===== config.mk =====
export PLATFORM = sky130hd
export DESIGN_NAME = note_sequencer
export DESIGN_NICKNAME = d
export VERILOG_FILES = /design/src/rtl/note_sequencer.sv
export SDC_FILE = /design/constraint.sdc
export NUM_CORES = 1
export LEC_CHECK = 0
export BUFFER_PORTS_ARGS = -buffer_cell sky130_fd_sc_hd__buf_4
export CAP_MARGIN = 20
export CORE_AREA = 2 2 112 114
export DETAILED_ROUTE_END_ITERATION = 8
export DIE_AREA = 0 0 114 116
export PLACE_DENSITY = 0.81
export SYNTH_ARGS = -nofsm -noshare
export SYNTH_HDL_FRONTEND = slang
export SYNTH_SLANG_ARGS = --single-unit

===== constraint.sdc =====
create_clock -name inclk -period 4.3 [get_ports inclk]
set_clock_uncertainty 0.15 [all_clocks]
set_input_delay 0.215 -clock inclk [delete_from_list [all_inputs] [get_ports inclk]]
set_output_delay 0.215 -clock inclk [all_outputs]
set_load 0.03 [all_outputs]

===== src/rtl/note_sequencer.sv =====
// Note command sequencer: queues {note, beats} commands and drives the tone divider's
// half-period count and reset, holding each note for a beat-timed duration plus a silent gap.
module note_sequencer #(
  parameter int unsigned BEAT_CYCLES = 12_500_000,
  parameter int unsigned GAP_CYCLES  = 250_000,
  parameter int unsigned FIFO_DEPTH  = 4
) (
  input  logic        inclk,
  input  logic        Reset,
  input  logic        cmd_valid,
  output logic        cmd_ready,
  input  logic [3:0]  cmd_note,
  input  logic [3:0]  cmd_beats,
  input  logic        pause,
  output logic [31:0] div_clk_count,
  output logic        div_reset,
  output logic        busy,
  output logic [3:0]  note_active
);

  localparam int unsigned   AW        = $clog2(FIFO_DEPTH);
  localparam int unsigned   CW        = AW + 1;
  localparam logic [CW-1:0] FULL_CNT  = CW'(FIFO_DEPTH);
  localparam logic [31:0]   BEAT_LAST = 32'(BEAT_CYCLES - 1);
  localparam logic [31:0]   GAP_LAST  = 32'(GAP_CYCLES - 1);

  typedef enum logic [1:0] {StIdle, StLoad, StPlay, StGap} state_e;

  // Half-period counts for a 50 MHz clock; every non-note code is silent.
  function automatic logic [31:0] note_count(input logic [3:0] note);
    case (note)
      4'd1:    note_count = 32'd47800;
      4'd2:    note_count = 32'd42588;
      4'd3:    note_count = 32'd37935;
      4'd4:    note_count = 32'd35816;
      4'd5:    note_count = 32'd31928;
      4'd6:    note_count = 32'd28408;
      4'd7:    note_count = 32'd25328;
      4'd8:    note_count = 32'd23900;
      default: note_count = 32'd0;
    endcase
  endfunction

  logic [7:0]    r_mem [FIFO_DEPTH];
  logic [AW-1:0] r_wr_ptr;
  logic [AW-1:0] r_rd_ptr;
  logic [CW-1:0] r_count;

  state_e        r_state;
  logic [3:0]    r_note;
  logic [3:0]    r_beats;
  logic [3:0]    r_beats_left;
  logic [31:0]   r_beat_cnt;
  logic [31:0]   r_gap_cnt;
  logic [31:0]   r_div_clk_count;
  logic          r_div_reset;
  logic          r_busy;
  logic [3:0]    r_note_active;

  logic          w_push;
  logic          w_pop;
  logic [CW-1:0] w_count_next;
  logic [7:0]    w_head;
  logic          w_sound;
  logic          w_queue_left;

  assign cmd_ready     = (r_count != FULL_CNT);
  assign w_push        = cmd_valid & cmd_ready;
  assign w_pop         = (r_state == StIdle) & (r_count != '0) & ~pause;
  assign w_count_next  = r_count + {{(CW-1){1'b0}}, w_push} - {{(CW-1){1'b0}}, w_pop};
  assign w_head        = r_mem[r_rd_ptr];
  assign w_sound       = (r_note != 4'd0) && (r_note <= 4'd8);
  // Busy value to register on any transition into IDLE.
  assign w_queue_left  = (w_count_next != '0);

  assign div_clk_count = r_div_clk_count;
  assign div_reset     = r_div_reset;
  assign busy          = r_busy;
  assign note_active   = r_note_active;

  always_ff @(posedge inclk) begin
    if (w_push) begin
      r_mem[r_wr_ptr] <= {cmd_note, cmd_beats};
    end
  end

  always_ff @(posedge inclk or posedge Reset) begin
    if (Reset) begin
      r_wr_ptr <= '0;
      r_rd_ptr <= '0;
      r_count  <= '0;
    end else begin
      if (w_push) begin
        r_wr_ptr <= r_wr_ptr + 1'b1;
      end
      if (w_pop) begin
        r_rd_ptr <= r_rd_ptr + 1'b1;
      end
      r_count <= w_count_next;
    end
  end

  always_ff @(posedge inclk or posedge Reset) begin
    if (Reset) begin
      r_state         <= StIdle;
      r_note          <= 4'd0;
      r_beats         <= 4'd0;
      r_beats_left    <= 4'd0;
      r_beat_cnt      <= 32'd0;
      r_gap_cnt       <= 32'd0;
      r_div_clk_count <= 32'd0;
      r_div_reset     <= 1'b1;
      r_busy          <= 1'b0;
      r_note_active   <= 4'd0;
    end else begin
      r_busy <= 1'b1;
      unique case (r_state)
        StIdle: begin
          r_div_reset   <= 1'b1;
          r_note_active <= 4'd0;
          if (w_pop) begin
            r_note  <= w_head[7:4];
            r_beats <= w_head[3:0];
            r_state <= StLoad;
          end else begin
            r_busy <= w_queue_left;
          end
        end

        // LOAD ignores pause so a popped command is never left half-loaded.
        StLoad: begin
          r_div_clk_count <= note_count(r_note);
          if (r_beats == 4'd0) begin
            r_state <= StIdle;
            r_busy  <= w_queue_left;
          end else begin
            r_state       <= StPlay;
            r_beat_cnt    <= 32'd0;
            r_beats_left  <= r_beats;
            r_div_reset   <= ~w_sound;
            r_note_active <= w_sound ? r_note : 4'd0;
          end
        end

        StPlay: begin
          if (pause) begin
            r_div_reset   <= 1'b1;
            r_note_active <= 4'd0;
          end else if (r_beat_cnt == BEAT_LAST && r_beats_left == 4'd1) begin
            r_beat_cnt    <= 32'd0;
            r_div_reset   <= 1'b1;
            r_note_active <= 4'd0;
            if (GAP_CYCLES == 0) begin
              r_state <= StIdle;
              r_busy  <= w_queue_left;
            end else begin
              r_state   <= StGap;
              r_gap_cnt <= 32'd0;
            end
          end else begin
            if (r_beat_cnt == BEAT_LAST) begin
              r_beat_cnt   <= 32'd0;
              r_beats_left <= r_beats_left - 4'd1;
            end else begin
              r_beat_cnt <= r_beat_cnt + 32'd1;
            end
            r_div_reset   <= ~w_sound;
            r_note_active <= w_sound ? r_note : 4'd0;
          end
        end

        StGap: begin
          r_div_reset   <= 1'b1;
          r_note_active <= 4'd0;
          if (!pause) begin
            if (r_gap_cnt == GAP_LAST) begin
              r_state <= StIdle;
              r_busy  <= w_queue_left;
            end else begin
              r_gap_cnt <= r_gap_cnt + 32'd1;
            end
          end
        end

        default: begin
          r_state <= StIdle;
        end
      endcase
    end
  end

endmodule


==> results by group <==
Outcome
  • Status: finished, final reports clean

Route
  • Antenna Nets Post-Route: 0
  • Met2 WL post-DR: 8070 microns
  • Initial DRC Count: around 560
  • Iteration count of the initial detailed-routing pass: 6
  • WL/cell: between 15 and 20 microns
  • Routed vias: between 5000 and 6000
  • DR top layer: met4
  • M1 wire length: about 6800 microns
  • WL final: roughly 16000 microns
  • DR vias/cell: between 6 and 7
  • DRC: 0
  • Met3 Routed Length: between 700 and 800 microns

Synth
  • Main synth FF type: dfrtp_1
  • Mux cell area share after synthesis: 4.05%
  • Ys Warns: 0
  • Compound-Gate Fraction of Synth Area: 12.6%
  • Xor-xnor portion of the synthesized cell area: under 10%
  • Post-synthesis adder-cell area fraction: 3.44%
  • Async set-reset flop share out of synthesis: around three quarters
  • Mapped Area: approximately 7000 sq um
  • EDFF count, synth: 32
  • Post-Synth Simple-Gate Area: approximately a fifth
  • Avg Cell Area, Syn: roughly 10 sq um
  • Largest family of logic cells by synthesized area: simple AND/OR/NAND/NOR gates
  • Sequential area share after synthesis: 50.7%
  • Syn Inst Count: 696
  • Number of synthesized register bits: 138
  • Yosys cell types: 56

Critical path
  • CP Max Fanout: 21
  • R2R depth: 7
  • RR Startpoint: r_beat_cnt[0]
  • Worst Path Arrival: ~3.6 ns
  • Critical Path RT: about 4.5 ns
  • CP Capture Type: flip-flop
  • R2R Path End: r_gap_cnt[27]
  • Critical Path End: r_gap_cnt[27]
  • Setup CP Type: reg -> reg
  • Worst setup path startpoint: r_beat_cnt[0]
  • Startpoint types: flip-flop
  • R2R Setup Slk: between 0.9 and 1 ns

Power
  • Final Total Pwr: 0.00512 W
  • Portion of total power attributed to combinational logic: about a third
  • PD cells: between 600 and 700 nW/um^2
  • Clock share of power: roughly 28%
  • Sw Share: between 30% and 40%
  • VDD IR max: roughly 460 uV
  • Leakage power: approximately 3.3 nW
  • Pint: ~0.0031 W
  • Sequential power share: 37.2%
  • Psw: ~0.002 W

Place
  • RePlAce Congestion: 0.850
  • Dpl ws: 0.698 ns
  • Dpl hpwl: 10100 microns
  • Port buffer count: 34

Floorplanning
  • Initial Util: about three fifths
  • IO Pins: around 50
  • Chip width: 114 microns
  • FP Rows: 40
  • Core footprint: 11900 sq um
  • Die Area: approximately 13000 sq um
  • Die Height: roughly 120 microns

Hold path
  • HP Class: in -> reg

Global routing
  • Total gr overflow: 0
  • Initial antenna violation count: 0
  • First-pass GRT wire length: 26600 microns
  • Vias in the first global route: approximately 5400
  • Largest net degree at the start of global routing: 82
  • GRT Util Overall: between 20% and 30%

Finish
  • Highest-count cells in the layout ignoring fill and taps: dfrtp_1 (105), nand2_1 (68), nor2_1 (51)
  • Layout cells sized above 1: 13.5%
  • Synthesis-to-finish area growth: 14.0%
  • Final net count: about 760
  • Commonest non-fill, non-tap cell in the layout: dfrtp_1
  • Inserted Diodes: 0

Clocking
  • Root Buffer: clkbuf_16
  • Clk_lat worst skew: ~0.43 ns
  • Max Root-Sink Buffers: 2
  • Clock Pin Slew Worst Setup and Hold Paths: around 0.060 ns
  • Gates resized, CTS repair: 0
  • Hold-fix buffers at CTS: 9
  • Clock Sinks: about 140
  • Num CTS Buffers: 17
  • CTS tree: built
  • H-Tree Level Count: 4
  • Postcts setup bufs: 0

STA
  • Fin crit period: 3.39 ns
  • Final setup margin: between 0.9 and 1 ns
  • Final period util: slightly below 80%
  • Setup TNS: 0 ns
  • RSZ-0062 raised after global routing: false
  • Hold WS: between 0.04 and 0.05 ns
  • Final-report setup violation count: 0
  • Actual slew at the worst max-slew pin: ~1 ns
  • Fin. Hold Viols: 0
  • Pins Over Slew Limit: 0
  • Rel. slew slack: between 30% and 40%
  • Fmax: between 0.2 and 0.3 GHz

Job
  • Maxcap violations: 0
-- how the worst min path moves through the flow --
| stage | slack [ns] | depth (start not counted) | startpoint | to |
|---|---|---|---|---|
| 5_1_grt | 0.06 | 3 | pause | busy |
| 4_1_cts | 0.02 | 3 | cmd_valid | r_wr_ptr[1] |
| 3_3_place_gp | 0.26 | 1 | cmd_beats[1] | r_mem[0][1] |
| 2_1_floorplan | 0.16 | 0 | cmd_beats[0] | r_mem[0][0] |
| 3_5_place_dp | 0.27 | 1 | cmd_beats[0] | r_mem[0][0] |
| 6_report | 0.04 | 3 | cmd_valid | r_wr_ptr[0] |
-- registers in the layout, summed over array words and instances (netlist names), named ones only --
name / count
r_beat_cnt: 32
r_gap_cnt: 32
r_mem: 32
div_clk_count: 15
note_active: 4
r_beats: 4
r_beats_left: 4
r_note: 4
r_count: 3
r_rd_ptr: 2
r_wr_ptr: 2
busy: 1
div_reset: 1
r_state: 1
-- cell families after synthesis --
| logic type | after synthesis |
|---|---|
| buf+inv | 71 |
| mux | 18 |
| xor+xnor | 34 |
| flops | 138 |
| other cells | 1 |
| simple gates | 271 |
| fa+ha+maj | 19 |
| compound gates | 144 |
-- cell usage after synthesis (all sizes together), types with 3 or more instances --
master	n	area (sq um)
mux2i	3	30.0
or2	5	31.3
clkbuf	28	105
inv	19	71.3
mux2	7	78.8
nor3	11	55.1
or4	12	93.8
and3	15	93.8
a21o	7	52.6
dfrtp	105	2630
nand2	68	255
o41ai	3	26.3
a21oi	31	155
nor2	51	191
and2	4	25.0
a2bb2oi	3	26.3
o21a	5	37.5
ha	18	225
o211ai	6	45.0
o31ai	24	180
mux4	8	180
and4	14	123
nand4	18	113
nand3	25	125
edfxtp	32	961
buf	23	159
nor4b	7	67.6
or3	10	62.6
nor4	14	87.6
o22a	3	26.3
a31oi	8	50.1
xnor2	15	131
xor2	19	166
o21ai	43	215
o22ai	6	37.5
nand2b	11	68.8
-- routing by layer --
| metal | GRT usage, % | vias to the layer above |
|---|---|---|
| met5 | 0 | - |
| met3 | 6.17 | 18 |
| met1 | 33.8 | 2775 |
| li1 | - | 2593 |
| met2 | 42.4 | 164 |
| met4 | 9.19 | 0 |
-- worst max-delay path, cell delays in order (launching register included) --
cell     delay (ns)
dfrtp_1        0.40
ha_1           0.23
nand4_1        0.20
or4_4          0.54
or3_1          0.47
a21o_1         0.48
or4_1          0.62
a21oi_1        0.20
-- stage by stage --
step	std cells	util (%)	area [sq um]
3_5_place_dp	847	62.2	7410
6_report	890	68.2	8130
5_1_grt	890	68.2	8130
4_1_cts	888	67.8	8070
3_3_place_gp	847	62.2	7410
2_1_floorplan	711	-	7180
-- layout make-up --
class,instances,area [sq um]
Fill cell,865,3780
Timing Repair Buffer,51,445
Tap cell,147,184
Clock inverter,15,146
Clock buffer,17,425
Multi-Input combinational cell,502,3240
Inverter,20,77.6
Sequential cell,138,3610
-- power groups by stage --
stage	clock network, W	logic (W)	registers, W
floorplan	0	0.00122	0.00196
global placement	0	0.00166	0.00190
detailed placement	0	0.00174	0.00193
CTS	0.00143	0.00177	0.00190
global route	0.00148	0.00196	0.00195
finish	0.00142	0.00180	0.00191
Power figures use the tool's default switching activity.
